$ cat config.mk
export PLATFORM = sky130hd
export DESIGN_NAME = qrs_threshold_ctrl
export DESIGN_NICKNAME = d
export VERILOG_FILES = /design/src/rtl/qrs_pkg.sv /design/src/rtl/counter_fsm.sv /design/src/rtl/qrs_threshold_ctrl.sv
export SDC_FILE = /design/constraint.sdc
export NUM_CORES = 1
export LEC_CHECK = 0
export CORE_ASPECT_RATIO = 2
export CORE_UTILIZATION = 55
export CTS_CLUSTER_SIZE = 8
export DETAILED_ROUTE_END_ITERATION = 10
export GPL_TIMING_DRIVEN = 0
export PLACE_DENSITY = 0.77
export SYNTH_ARGS = -nofsm -noshare
export SYNTH_HDL_FRONTEND = slang
export SYNTH_SLANG_ARGS = --single-unit
$ cat constraint.sdc
create_clock -name i_clk -period 5.4 [get_ports i_clk]
set_input_delay 0.54 -clock i_clk [delete_from_list [all_inputs] [get_ports i_clk]]
set_output_delay 0.54 -clock i_clk [all_outputs]
set_load 0.02 [all_outputs]
$ cat src/rtl/qrs_pkg.sv
// qrs_pkg
// Shared types and arithmetic helpers for the QRS threshold controller.
//   qrs_state_t    : controller state encoding
//   QRS_DATA_WIDTH : default sample / threshold width
//   sat_clip       : clamp a value to a signed w-bit range
//   ewma_step      : cur + ((tgt - cur) >>> sh), the 1/2^sh running estimate step
//   thr_calc       : npk + ((spk - npk) >>> 2), saturated to w bits
package qrs_pkg;

   typedef enum logic [1:0] {
      ST_LEARN   = 2'd0,
      ST_SEARCH  = 2'd1,
      ST_QRS_WIN = 2'd2,
      ST_REFRACT = 2'd3
   } qrs_state_t;

   localparam int QRS_DATA_WIDTH = 11;

   function automatic int sat_clip(input int v, input int w);
      int hi;
      int lo;
      hi = (1 <<< (w - 1)) - 1;
      lo = -(1 <<< (w - 1));
      if (v > hi) return hi;
      if (v < lo) return lo;
      return v;
   endfunction

   function automatic int ewma_step(input int cur, input int tgt, input int sh);
      return cur + ((tgt - cur) >>> sh);
   endfunction

   // Evaluated at 32 bits, which covers the DATA_WIDTH+2 intermediate range.
   function automatic int thr_calc(input int spk, input int npk, input int w);
      return sat_clip(npk + ((spk - npk) >>> 2), w);
   endfunction

endpackage

$ cat src/rtl/counter_fsm.sv
// counter_fsm
// Down-counting window timer. A start pulse loads MAX_VAL and raises o_active
// on the same edge; o_active then stays high for exactly MAX_VAL ce ticks.
//   i_clk    : system clock
//   i_nrst   : asynchronous active-low reset
//   i_ce     : count enable
//   i_start  : one-clock load pulse
//   o_active : window active (registered)
//   o_last   : high on the ce that terminates the window
module counter_fsm #(
   parameter int MAX_VAL = 72
) (
   input  logic i_clk,
   input  logic i_nrst,
   input  logic i_ce,
   input  logic i_start,
   output logic o_active,
   output logic o_last
);

   localparam int CW = $clog2(MAX_VAL + 1);

   logic [CW-1:0] cnt;

   assign o_last = o_active && i_ce && (cnt == CW'(1));

   always_ff @(posedge i_clk or negedge i_nrst) begin
      if (!i_nrst) begin
         cnt      <= '0;
         o_active <= 1'b0;
      end else if (i_start) begin
         cnt      <= CW'(MAX_VAL);
         o_active <= 1'b1;
      end else if (i_ce && o_active) begin
         if (cnt == CW'(1)) begin
            cnt      <= '0;
            o_active <= 1'b0;
         end else begin
            cnt <= cnt - 1'b1;
         end
      end
   end

endmodule

$ cat src/rtl/qrs_threshold_ctrl.sv
// qrs_threshold_ctrl
// Adaptive threshold / window controller for the QRS detector. Learns initial
// signal and noise levels, then tracks the peak in each QRS window and updates
// running signal (spk) and noise (npk) estimates, emitting one R-peak event per
// accepted window with its amplitude and RR interval.
//   i_clk, i_nrst              : clock, asynchronous active-low reset
//   i_ce                       : sample-rate enable
//   i_signal_in                : filtered ECG sample (signed)
//   i_qrs_win_active           : QRS window flag from the detector
//   o_threshold                : detection threshold
//   o_refractory_win_active    : refractory window active
//   o_qrs_search_en            : detector search enable
//   o_peak_valid               : one-clock R-peak event
//   o_peak_value, o_rr_interval: peak amplitude and RR interval of last event
//
// state      | meaning
// -----------+-------------------------------------------------------------
// ST_LEARN   | collect max of first LEARN_LEN samples to seed spk/npk
// ST_SEARCH  | detector enabled, track noise max, wait for a QRS window
// ST_QRS_WIN | track peak inside the window, update estimates on exit
// ST_REFRACT | refractory timer running, window flag ignored
module qrs_threshold_ctrl
   import qrs_pkg::*;
#(
   parameter int DATA_WIDTH  = QRS_DATA_WIDTH,
   parameter int LEARN_LEN   = 360,
   parameter int REFRACT_LEN = 72,
   parameter int RR_WIDTH    = 12
) (
   input  logic                         i_clk,
   input  logic                         i_nrst,
   input  logic                         i_ce,
   input  logic signed [DATA_WIDTH-1:0] i_signal_in,
   input  logic                         i_qrs_win_active,
   output logic signed [DATA_WIDTH-1:0] o_threshold,
   output logic                         o_refractory_win_active,
   output logic                         o_qrs_search_en,
   output logic                         o_peak_valid,
   output logic signed [DATA_WIDTH-1:0] o_peak_value,
   output logic [RR_WIDTH-1:0]          o_rr_interval
);

   localparam logic signed [DATA_WIDTH-1:0] S_MAX = {1'b0, {(DATA_WIDTH-1){1'b1}}};
   localparam logic signed [DATA_WIDTH-1:0] S_MIN = {1'b1, {(DATA_WIDTH-1){1'b0}}};
   localparam int                           LCW   = $clog2(LEARN_LEN + 1);
   localparam logic [RR_WIDTH-1:0]          RR_MAX = '1;

   function automatic logic signed [DATA_WIDTH-1:0] smax(
      input logic signed [DATA_WIDTH-1:0] a,
      input logic signed [DATA_WIDTH-1:0] b
   );
      return (a > b) ? a : b;
   endfunction

   qrs_state_t                   state;
   logic [LCW-1:0]               learn_cnt;
   logic signed [DATA_WIDTH-1:0] learn_max;
   logic signed [DATA_WIDTH-1:0] noise_max;
   logic signed [DATA_WIDTH-1:0] peak_max;
   logic signed [DATA_WIDTH-1:0] spk;
   logic signed [DATA_WIDTH-1:0] npk;
   logic                         thr_upd;
   logic [RR_WIDTH-1:0]          rr_cnt;
   logic [RR_WIDTH-1:0]          rr_pending;
   logic                         seen_qrs;

   logic signed [DATA_WIDTH-1:0] learn_new;
   logic signed [DATA_WIDTH-1:0] peak_new;
   logic [RR_WIDTH-1:0]          rr_inc;
   logic                         refr_start;
   logic                         refr_last;

   always_comb begin
      learn_new = smax(learn_max, i_signal_in);
      // The exit sample also belongs to the window, so a one-tick window
      // still sees both of its samples.
      peak_new  = smax(peak_max, i_signal_in);
      rr_inc    = (rr_cnt == RR_MAX) ? rr_cnt : rr_cnt + 1'b1;
   end

   // Combinational start so the timer's active output rises on the same edge
   // that moves the FSM into refractory.
   assign refr_start = (state == ST_QRS_WIN) && i_ce && !i_qrs_win_active;

   counter_fsm #(
      .MAX_VAL (REFRACT_LEN)
   ) u_refract (
      .i_clk    (i_clk),
      .i_nrst   (i_nrst),
      .i_ce     (i_ce),
      .i_start  (refr_start),
      .o_active (o_refractory_win_active),
      .o_last   (refr_last)
   );

   always_ff @(posedge i_clk or negedge i_nrst) begin
      if (!i_nrst) begin
         state           <= ST_LEARN;
         learn_cnt       <= '0;
         learn_max       <= S_MIN;
         noise_max       <= S_MIN;
         peak_max        <= S_MIN;
         spk             <= '0;
         npk             <= '0;
         thr_upd         <= 1'b0;
         rr_cnt          <= '0;
         rr_pending      <= '0;
         seen_qrs        <= 1'b0;
         o_threshold     <= S_MAX;
         o_qrs_search_en <= 1'b0;
         o_peak_valid    <= 1'b0;
         o_peak_value    <= '0;
         o_rr_interval   <= '0;
      end else begin
         o_peak_valid <= 1'b0;
         thr_upd      <= 1'b0;
         if (thr_upd) begin
            o_threshold <= DATA_WIDTH'(thr_calc(int'(spk), int'(npk), DATA_WIDTH));
         end
         if (i_ce) begin
            if (state != ST_LEARN) begin
               rr_cnt <= rr_inc;
            end
            case (state)
               ST_LEARN: begin
                  learn_max <= learn_new;
                  learn_cnt <= learn_cnt + 1'b1;
                  if (learn_cnt == LCW'(LEARN_LEN - 1)) begin
                     spk             <= learn_new >>> 1;
                     npk             <= learn_new >>> 3;
                     thr_upd         <= 1'b1;
                     state           <= ST_SEARCH;
                     o_qrs_search_en <= 1'b1;
                  end
               end
               ST_SEARCH: begin
                  if (i_qrs_win_active) begin
                     // The window's opening sample is signal, not noise.
                     state           <= ST_QRS_WIN;
                     o_qrs_search_en <= 1'b0;
                     peak_max        <= i_signal_in;
                     rr_cnt          <= '0;
                     rr_pending      <= seen_qrs ? rr_inc : '0;
                     seen_qrs        <= 1'b1;
                  end else begin
                     noise_max <= smax(noise_max, i_signal_in);
                  end
               end
               ST_QRS_WIN: begin
                  if (i_qrs_win_active) begin
                     peak_max <= peak_new;
                  end else begin
                     spk <= DATA_WIDTH'(sat_clip(ewma_step(int'(spk), int'(peak_new), 3), DATA_WIDTH));
                     npk <= DATA_WIDTH'(sat_clip(ewma_step(int'(npk), int'(noise_max), 3), DATA_WIDTH));
                     thr_upd       <= 1'b1;
                     o_peak_value  <= peak_new;
                     o_rr_interval <= rr_pending;
                     o_peak_valid  <= 1'b1;
                     noise_max     <= S_MIN;
                     state         <= ST_REFRACT;
                  end
               end
               ST_REFRACT: begin
                  if (refr_last) begin
                     state           <= ST_SEARCH;
                     o_qrs_search_en <= 1'b1;
                  end
               end
               default: state <= ST_LEARN;
            endcase
         end
      end
   end

endmodule

==> key figures <==
Critical path
  – CP Buf/Inv Count: 2
  – CP Max Fanout: 6
  – Setup CP Type: reg2reg
  – Top delay family on crit path: compound AO/OA/AOI/OAI gates
  – CP arrival: around 5800 ps
  – WP data required: between 5000 and 6000 ps
  – Critical path endpoint category: register
  – Crit-path most repeated cell: ha_4
  – Largest stage delay on the critical path: approximately 570 ps
  – Startpoint Class: register
  – Slowest stage cell, crit path: dfstp_2

GRT
  – Initial antenna violation count: 0
  – Gr ovfl total: 0
  – First-pass GRT wire length: approximately 43000 µm
  – Vias in the first global route: 8752
  – Largest net degree at the start of global routing: between 90 and 100
  – Total GRT Usage: 0.322

Power and ir drop
  – Sequential power share: 0.389
  – Pleak: between 5 and 6 nW
  – Combinational Power Share: 0.165
  – Switching Share: 0.282
  – Total power: 2.77 mW
  – Cell Pwr Density: roughly 240 mW/mm²
  – Switching pwr: between 0.7 and 0.8 mW
  – Internal: a little under 2 mW
  – Max IR drop VDD: 0.192 mV
  – Part of the power in the clock network: 0.446

Timing
  – Headroom to the max-slew limit: 0.366
  – Final hold slack: ~42 ps
  – Final period util: 1.00
  – Clk_skew: between 10 and 15 ps
  – Least-Margin Pin Slew: 950 ps
  – Final setup fails: 2
  – Setup TNS: -14.8 ps
  – Final hold vios: 0
  – Count of final max-slew check failures: 0
  – Final setup margin: -14.6 ps
  – Max Clk Rate: ~180 MHz
  – Crit path time final: about 5400 ps
  – RSZ-0062 raised after global routing: yes

Layout
  – Multi-input gate area: about 0.0061 mm²
  – Filler cell count: about 1.3k
  – Final instance area: 0.0115 mm²
  – Antenna fix cells: 0
  – Synth-to-Final Area Change: 19.9%
  – Final layout net count: 1273
  – Share of cells above drive strength 1: 0.180
  – Sequential Area: 0.00342 mm²

Floorplan
  – Initial Utilization: 0.566
  – Die ar.: roughly 0.018 mm²
  – Row count: 67
  – Width of the die: ~95 µm
  – I/O pin total: between 50 and 60
  – Core footprint: ~0.017 mm²
  – Die Y: approximately 190 µm

Logic synthesis
  – Number of synthesized flops with an enable pin: 0
  – Most numerous cell in the Yosys netlist: nand2_1
  – Synth Instances: roughly 1.1k
  – Area of the mapped netlist: 0.00958 mm²
  – Syn Nets: 1185
  – Area contributors post-synth: dfrtp_1 (32%), ha_1 (14%), nand2_1 (5.5%)
  – Post-synth top cells: nand2_1 (140), dfrtp_1 (123), ha_1 (106), nor2_1 (93), inv_1 (77)
  – Top-area cell type share of the netlist area: 0.321
  – YS warnings: 0
  – Seq cells post-synth: 136
  – Sequential fraction of the synthesis area: 0.357
  – Area leader, netlist: dfrtp_1
  – Avg Inst Size Synth: 9.03 µm²
  – Yosys cell types: roughly 80
  – Synth Flop Type: dfrtp_1
  – Async set-reset flop share out of synthesis: 1.00

Drt
  – Vias per cell: 6.15
  – Drt pass-1 iters: 7
  – DRC violations left: 0
  – Starting DRT DRC Count: 472
  – Routed vias: roughly 8.4k
  – Avg WL per Cell: between 20 and 25 µm
  – Routed Antenna Nets: 0
  – Total Wirelength: about 28000 µm

Placement
  – Routability congestion estimate from global placement: slightly below 1
  – Area post-placement: ~0.010 mm²
  – Detailed-placement wirelength estimate: about 20000 µm
  – Port Buffers: 51

CTS
  – Sink Count: ~140
  – Clk root buf: clkbuf_16
  – Clk slew on worst S/H paths: ~60 ps
  – CTS Buf Count: 17
  – CTS tree: done
  – Worst-Skew Late Latency: 440 ps
  – CTS Buffer Depth: 2
  – H-tree levels: 4

Worst hold path
  – Min-delay worst type: in2async

Status
  – Status: finished, violations left
  – Failing checks: setup timing

Run
  – Max-cap check violation count: 0
-- state kept, by name (all words and copies together), names as in the netlist --
name and flops:
rr_cnt 12, learn_max 11, o_peak_valid 1, spk 11, noise_max 11, o_threshold 11
o_qrs_search_en 1, o_peak_value 11, o_rr_interval 12, learn_cnt 9, state 2, npk 11
rr_pending 12, u_refract.cnt 7, thr_upd 1, seen_qrs 1, u_refract.o_active 1, peak_max 11
-- layout by cell type, fill, tap and decap left out, drive strengths merged, types with 30 or more instances in the layout --
master,synthesis,final
nand2,140,140
buf,10,30
ha,106,106
dfrtp,123,123
o21ai,64,64
clkdlybuf4s50,0,39
xnor2,38,38
nor2,94,94
mux2,42,42
a21oi,66,66
inv,77,78
clkbuf,18,48
-- worst register-to-register path: cells and delay by family (launching register included) --
family | cells | cell delay [ps]
buffers and inverters | 2 | 210
AO/OA/AOI/OAI | 12 | 2290
multiplexers | 1 | 350
flip-flops | 1 | 570
AND/OR/NAND/NOR | 7 | 1170
adder cells (fa/ha/maj) | 3 | 720
-- kinds of logic (layout without fill, tap and decap cells) --
logic type,after synthesis,after routing,synth area share
flops,136,136,0.357
compound gates,252,252,0.173
simple gates,348,348,0.169
mux,48,48,0.0556
xor+xnor,63,63,0.0576
fa+ha+maj,109,109,0.145
buf+inv,105,206,0.0430
-- repair_timing --
action | CTS | global route
hold buffers | 0 | 0
pin swaps | 11 | 24
setup buffers | 6 | 10
setup endpoints to repair | 11 | 11
resized for setup | 53 | 67
cloned | 0 | 1
-- power groups by stage --
stage          clock network, mW  registers, mW  logic, mW
3_3_place_gp                   0           1.09      0.356
4_1_cts                     1.24           1.07      0.397
6_report                    1.23           1.07      0.457
3_5_place_dp                   0           1.09      0.367
2_1_floorplan                  0           1.08      0.260
5_1_grt                     1.27           1.08      0.498
-- through the flow --
| step | worst slack (ps) | util | cells |
|---|---|---|---|
| after floorplan | 11.0 | - | 1061 |
| after global placement | -1710 | 0.612 | 1319 |
| after detailed placement | -1350 | 0.613 | 1320 |
| after CTS | 22.0 | 0.662 | 1358 |
| after global routing | -214 | 0.678 | 1369 |
| final | -14.6 | 0.678 | 1369 |
-- routing by layer --
metal  vias to the layer above  track usage  routed length [µm]
met2                       312        0.591               15200
met5                         -            0                   0
met4                         0        0.272                2460
li1                       3913            -                   -
met1                      4043        0.288                9100
met3                       155       0.0581                1190
-- worst paths after layout --
check | cells after the start | to | slack [ps] | start
max | 25 | spk[9] | -10 | peak_max[10]
min | 1 | npk[0] | 40 | i_nrst
max reg2reg | 25 | spk[9] | -10 | peak_max[10]
min reg2reg | 2 | o_rr_interval[9] | 470 | rr_pending[9]
max in group asynchronous | 2 | spk[8] | 4530 | i_nrst
min in group i_clk | 2 | learn_max[3] | 430 | i_signal_in[3]
-- area by class of cell --
| cell class | count | area share |
|---|---|---|
| Multi-Input combinational cell | 820 | 0.535 |
| Sequential cell | 136 | 0.298 |
| Inverter | 77 | 0.0256 |
| Clock inverter | 11 | 0.0129 |
| Tap cell | 207 | 0.0226 |
| Clock buffer | 21 | 0.0401 |
| Timing Repair Buffer | 69 | 0.0536 |
| Buffer | 28 | 0.0119 |
(Power assumes the default switching activity.)
